**config.mk**
```make
export PLATFORM = sky130hd
export DESIGN_NAME = inst_fetch
export DESIGN_NICKNAME = d
export VERILOG_FILES = /design/src/rtl/inst_fetch.sv
export SDC_FILE = /design/constraint.sdc
export NUM_CORES = 1
export LEC_CHECK = 0
export CORE_MARGIN = 4
export CORE_UTILIZATION = 52
export DETAILED_ROUTE_END_ITERATION = 8
export GPL_TIMING_DRIVEN = 1
export PLACE_DENSITY = 0.85
export SYNTH_ARGS = -nofsm -noshare
export SYNTH_HDL_FRONTEND = slang
export SYNTH_SLANG_ARGS = --single-unit
```
**constraint.sdc**
```tcl
create_clock -name clk -period 7.24 [get_ports clk]
set_input_delay 1.448 -clock clk [delete_from_list [all_inputs] [get_ports clk]]
set_output_delay 1.448 -clock clk [all_outputs]
set_load 0.03 [all_outputs]
```
**src/rtl/inst_fetch.sv**
```systemverilog
// Instruction-fetch stage: owns the PC, addresses the combinational instruction ROM
// and loads the IF/ID register, with stall, redirect, interrupt entry and halt/resume.
module inst_fetch #(
    parameter logic [31:0] RESET_PC   = 32'h0000_0000,
    parameter logic [31:0] INT_VECTOR = 32'h0000_0800,
    parameter int          ADDR_W     = 10
) (
    input  logic              clk,
    input  logic              rst_n,
    input  logic              stall,
    input  logic              branch_taken,
    input  logic [31:0]       branch_target,
    input  logic              int_req,
    input  logic              halt_req,
    input  logic              resume,
    output logic [ADDR_W-1:0] rom_addr,
    output logic              rom_sel,
    input  logic [31:0]       rom_data,
    output logic [31:0]       ifid_inst,
    output logic [31:0]       ifid_pc,
    output logic [31:0]       ifid_pc4,
    output logic              ifid_valid,
    output logic [31:0]       epc,
    output logic              int_ack,
    output logic [31:0]       fetch_count,
    output logic              halted
);

    typedef enum logic [1:0] {
        ST_BOOT = 2'd0,
        ST_RUN  = 2'd1,
        ST_HALT = 2'd2
    } state_t;

    state_t      state;
    logic [31:0] pc;

    function automatic logic [31:0] word_align(input logic [31:0] addr);
        return {addr[31:2], 2'b00};
    endfunction

    function automatic logic [31:0] next_seq(input logic [31:0] addr);
        return addr + 32'd4;
    endfunction

    // The ROM answers in the same cycle, so the address comes straight from the PC.
    assign rom_addr = pc[ADDR_W+1:2];

    always_ff @(posedge clk or negedge rst_n) begin
        if (!rst_n) begin
            state       <= ST_BOOT;
            pc          <= RESET_PC;
            rom_sel     <= 1'b0;
            halted      <= 1'b0;
            ifid_inst   <= 32'd0;
            ifid_pc     <= 32'd0;
            ifid_pc4    <= 32'd0;
            ifid_valid  <= 1'b0;
            epc         <= 32'd0;
            int_ack     <= 1'b0;
            fetch_count <= 32'd0;
        end else begin
            int_ack <= 1'b0;
            case (state)
                ST_BOOT: begin
                    state   <= ST_RUN;
                    rom_sel <= 1'b1;
                end
                ST_RUN: begin
                    if (int_req) begin
                        // A redirect already in flight is the instruction we must return to.
                        pc         <= word_align(INT_VECTOR);
                        epc        <= branch_taken ? branch_target : pc;
                        int_ack    <= 1'b1;
                        ifid_valid <= 1'b0;
                    end else if (branch_taken) begin
                        pc         <= word_align(branch_target);
                        ifid_valid <= 1'b0;
                    end else if (halt_req) begin
                        // PC is left untouched so the squashed fetch is repeated on resume.
                        state      <= ST_HALT;
                        rom_sel    <= 1'b0;
                        halted     <= 1'b1;
                        ifid_valid <= 1'b0;
                    end else if (!stall) begin
                        ifid_inst   <= rom_data;
                        ifid_pc     <= pc;
                        ifid_pc4    <= next_seq(pc);
                        ifid_valid  <= 1'b1;
                        pc          <= next_seq(pc);
                        fetch_count <= fetch_count + 32'd1;
                    end
                end
                ST_HALT: begin
                    if (int_req) begin
                        pc      <= word_align(INT_VECTOR);
                        epc     <= pc;
                        int_ack <= 1'b1;
                        state   <= ST_RUN;
                        rom_sel <= 1'b1;
                        halted  <= 1'b0;
                    end else if (resume) begin
                        state   <= ST_RUN;
                        rom_sel <= 1'b1;
                        halted  <= 1'b0;
                    end
                end
                default: begin
                    state   <= ST_BOOT;
                    rom_sel <= 1'b0;
                    halted  <= 1'b0;
                end
            endcase
        end
    end

endmodule

```
==> results.txt <==
----------------------------------------------------
[Status]
  Result of the run ... finished clean

[GRT]
  Final global-route overflow total ... 0
  Vias in the first global route ... 7433
  Initial antenna violation count ... 2
  First-pass GRT wire length ... 40.8 mm
  Global-route usage over all layers ... 26.5%
  Largest net degree at the start of global routing ... 119

[Routing]
  Number of vias per cell ... 5.57
  TritonRoute pass-1 iters ... 8
  Number of vias after detailed routing ... 7718
  Post-detailed-route wirelength per cell ... 18.4 um
  DRT antenna net count ... 0
  Total Routed Length ... 25.5 mm
  DRC marker count from the first detailed-route iteration ... 758
  Post-detailed-route DRC marker count ... 0

[Setup path]
  Crit-path cells ... clkdlybuf4s50_1 > or4b_4 > nor4_4 > nor2b_1 > nand3_1 > xnor2_1
  Data required time at the worst endpoint ... 7.55 ns
  Critical path endpoint category ... register
  Arrival @ worst endpoint ... 3.97 ns
  Reg2reg path depth ... 7
  Library cell contributing the largest single delay on the critical path ... or4b_4
  Crit path max-delay family ... simple AND/OR/NAND/NOR gates
  Buffers & Inverters on Critical Path ... 1
  Sort of element at the start of the critical path ... input port
  CP Depth ... 6
  Slowest stage delay, CP ... 0.69 ns
  Peak fanout along the critical path ... 11
  Worst Setup Path Type ... input port to register

[Place]
  Number of buffer cells added on primary ports ... 240
  Placer Congestion ... 0.867
  Worst slack after detailed placement ... 3.14 ns
  Sum of net half-perimeters after detailed placement ... 17.7 mm

[Clocking]
  Clock Root Buffer ... clkbuf_16
  Clock Pin Slew Worst Setup and Hold Paths ... 0.07 ns
  Number of buffers inserted by hold repair at cts ... 0
  Max Root-Sink Buffers ... 2
  Sinks on Clock Net ... 191
  Post-CTS setup repair buffer count ... 0
  Number of buffers added by the clock tree synthesis step ... 17
  CTS H-Tree Depth ... 4
  Clock latency of the later-clocked register in the worst-skew pair ... 0.44 ns
  TritonCTS clock tree ... yes
  Number of gates given a new drive strength after cts ... 0

[Timing]
  Setup TNS Final ... 0 ns
  Ratio of final minimum period to clock period ... 50.5%
  Worst-Margin Slew ... 1.24 ns
  Least setup slack across all paths after layout ... 3.59 ns
  Count of endpoints failing hold in the final timing report ... 0
  Total count of max-transition violations in the final report ... 0
  Slew margin rel. ... 17.6%
  Maximum clock frequency ... 274 MHz
  Unrepaired setup endpoints after global routing ... false
  Crit path time final ... 3.65 ns
  Skew final ... 0.0169 ns
  Final-report setup violation count ... 0

[Power and ir drop]
  Part of the power in registers ... 37.2%
  Peak supply drop ... 0.000274 V
  Clock power share ... 20.1%
  Combinational share of power ... 42.7%
  Switching power ... 0.00193 W
  Power density normalized to cell area ... 391 nW/um2
  Leak Pwr ... 5.20 nW
  Sw Share ... 41.6%
  Internal power consumption ... 0.00271 W

[Floorplan]
  Die Footprint ... 19200 um2
  Effective utilization at floorplan ... 53.2%
  Placeable core region ... 16600 um2
  Width of the die ... 139 um
  Standard-cell rows ... 47
  Boundary Pins ... 245
  Die height ... 139 um

[Synthesis]
  Most used flip-flop cell after synthesis ... dfrtp_1
  Netlist area before placement ... 8860 um2
  Total number of yosys warnings ... 0
  Number of synthesized register bits ... 191
  Number of enable flip-flop cells after synthesis ... 0
  Number of library cell types mapped by synthesis ... 56
  Sequential-to-total area share from yosys stat ... 54.0%
  Per-instance average area after synthesis ... 9.21 um2
  Proportion of register bits with asynchronous set or reset after synthesis ... 100%
  Synthesized instance count ... 962

[Cells and area]
  Highest-count cells in the layout ignoring fill and taps ... nand2_1, clkdlybuf4s50_1, dfrtp_1
  Post-layout net count ... 1229
  Most frequent standard cell in the layout excluding fill and tap cells ... nand2_1
  Area added between synthesis and finish ... 33.7%
  Layout cells sized above 1 ... 4.55%
  Number of fillers in the final layout ... 1247

[Min path]
  Cells on Worst Hold Path ... 2
  Worst hold-check path type ... register to register

[Job]
  Max cap viols ... 0

----------------------------------------------------
## worst paths after layout
check,startpoint,to,slack [ns]
max,int_req,fetch_count[31]$_DFFE_PN0P_,3.59
min,ifid_inst[16]$_DFFE_PN0P_,ifid_inst[16]$_DFFE_PN0P_,0.47
max reg2reg,state[1]$_DFFE_PN0P_,fetch_count[31]$_DFFE_PN0P_,4.29
min reg2reg,ifid_inst[16]$_DFFE_PN0P_,ifid_inst[16]$_DFFE_PN0P_,0.47
max in group asynchronous,rst_n,ifid_pc[12]$_DFFE_PN0P_,4.57
min in group asynchronous,rst_n,ifid_inst[13]$_DFFE_PN0P_,1.14
## per-stage QoR
step | util, % | cell area, um2 | hold slack, ns | power, W | std cells
floorplan | - | 8870 | 0.501 | 0.00282 | 965
finish | 71.2 | 11800 | 0.474 | 0.00463 | 1386
global route | 71.2 | 11800 | 0.490 | 0.00488 | 1386
global placement | 67.6 | 11300 | 0.457 | 0.00366 | 1353
CTS | 71.1 | 11800 | 0.478 | 0.00466 | 1384
detailed placement | 67.6 | 11300 | 0.461 | 0.00371 | 1353
## cell families after synthesis
| kind of cell | after synthesis | share of synthesized area (%) |
|---|---|---|
| muxes | 29 | 3.29 |
| buffers and inverters | 89 | 4.66 |
| AOI/OAI and AO/OA | 158 | 10.1 |
| and+or+nand+nor | 429 | 21.3 |
| other | 1 | 0.0423 |
| xor gates and xnor gates | 59 | 5.83 |
| adders and majority gates | 6 | 0.848 |
| DFF | 191 | 54.0 |
## metal layers
layer / track usage [%] / wire [um] / vias to the layer above
met1: 35.5 / 10400 / 3702
met5: 0 / 0 / -
met4: 9.88 / 816 / 0
li1: - / - / 3600
met2: 41.1 / 12100 / 360
met3: 7.80 / 2240 / 56
## power groups by stage
| stage | combinational, W | clock (W) | sequential, W |
|---|---|---|---|
| after global placement | 0.00194 | 0 | 0.00172 |
| after detailed placement | 0.00198 | 0 | 0.00174 |
| final | 0.00198 | 0.000930 | 0.00172 |
| after floorplan | 0.000639 | 0 | 0.00218 |
| after global routing | 0.00212 | 0.000986 | 0.00177 |
| after CTS | 0.00200 | 0.000940 | 0.00172 |
## cells in the mapped netlist, types with 2 or more instances
library cell	instances	area (um2)
dfrtp_1	191	4780
and4_1	4	35.0
ha_1	6	75.1
nor2b_1	3	18.8
nand4_1	18	113
xnor2_1	45	394
buf_1	2	7.51
a22oi_1	15	113
nand3_1	24	120
o2bb2ai_1	3	26.3
and3_1	5	31.3
inv_1	11	41.3
o22ai_1	3	18.8
nor3_1	13	65.1
buf_2	5	25.0
nand2b_1	2	12.5
buf_4	15	113
mux2i_1	28	280
xor2_1	14	123
o311ai_0	2	17.5
clkbuf_1	53	199
a31oi_1	2	12.5
nand2_1	288	1080
o22a_1	2	17.5
and2_1	2	12.5
nor2_1	39	146
nor4_1	15	93.8
buf_6	2	22.5
or3_1	4	25.0
o21ai_0	99	495
a21oi_1	22	110
## state kept, by name, indices dropped and copies added (netlist names)
signal and count:
state 2, ifid_valid 1, ifid_pc4 30, pc 30, fetch_count 32, epc 32, ifid_inst 32, int_ack 1
ifid_pc 30, halted 1
## area by class of cell
type | count | area (um2) | area share (%)
Antenna cell | 2 | 5.00 | 0.0423
Clock buffer | 19 | 443 | 3.74
Clock inverter | 12 | 135 | 1.14
Inverter | 11 | 41.3 | 0.349
Multi-Input combinational cell | 685 | 3720 | 31.4
Sequential cell | 191 | 4780 | 40.4
Tap cell | 220 | 275 | 2.32
Timing Repair Buffer | 246 | 2450 | 20.7
## worst min-delay path: stages, from the launching register on
cell	delay, ns
dfrtp_1	0.34
nand2_1	0.05
nand2_1	0.06
(Power assumes the default switching activity.)
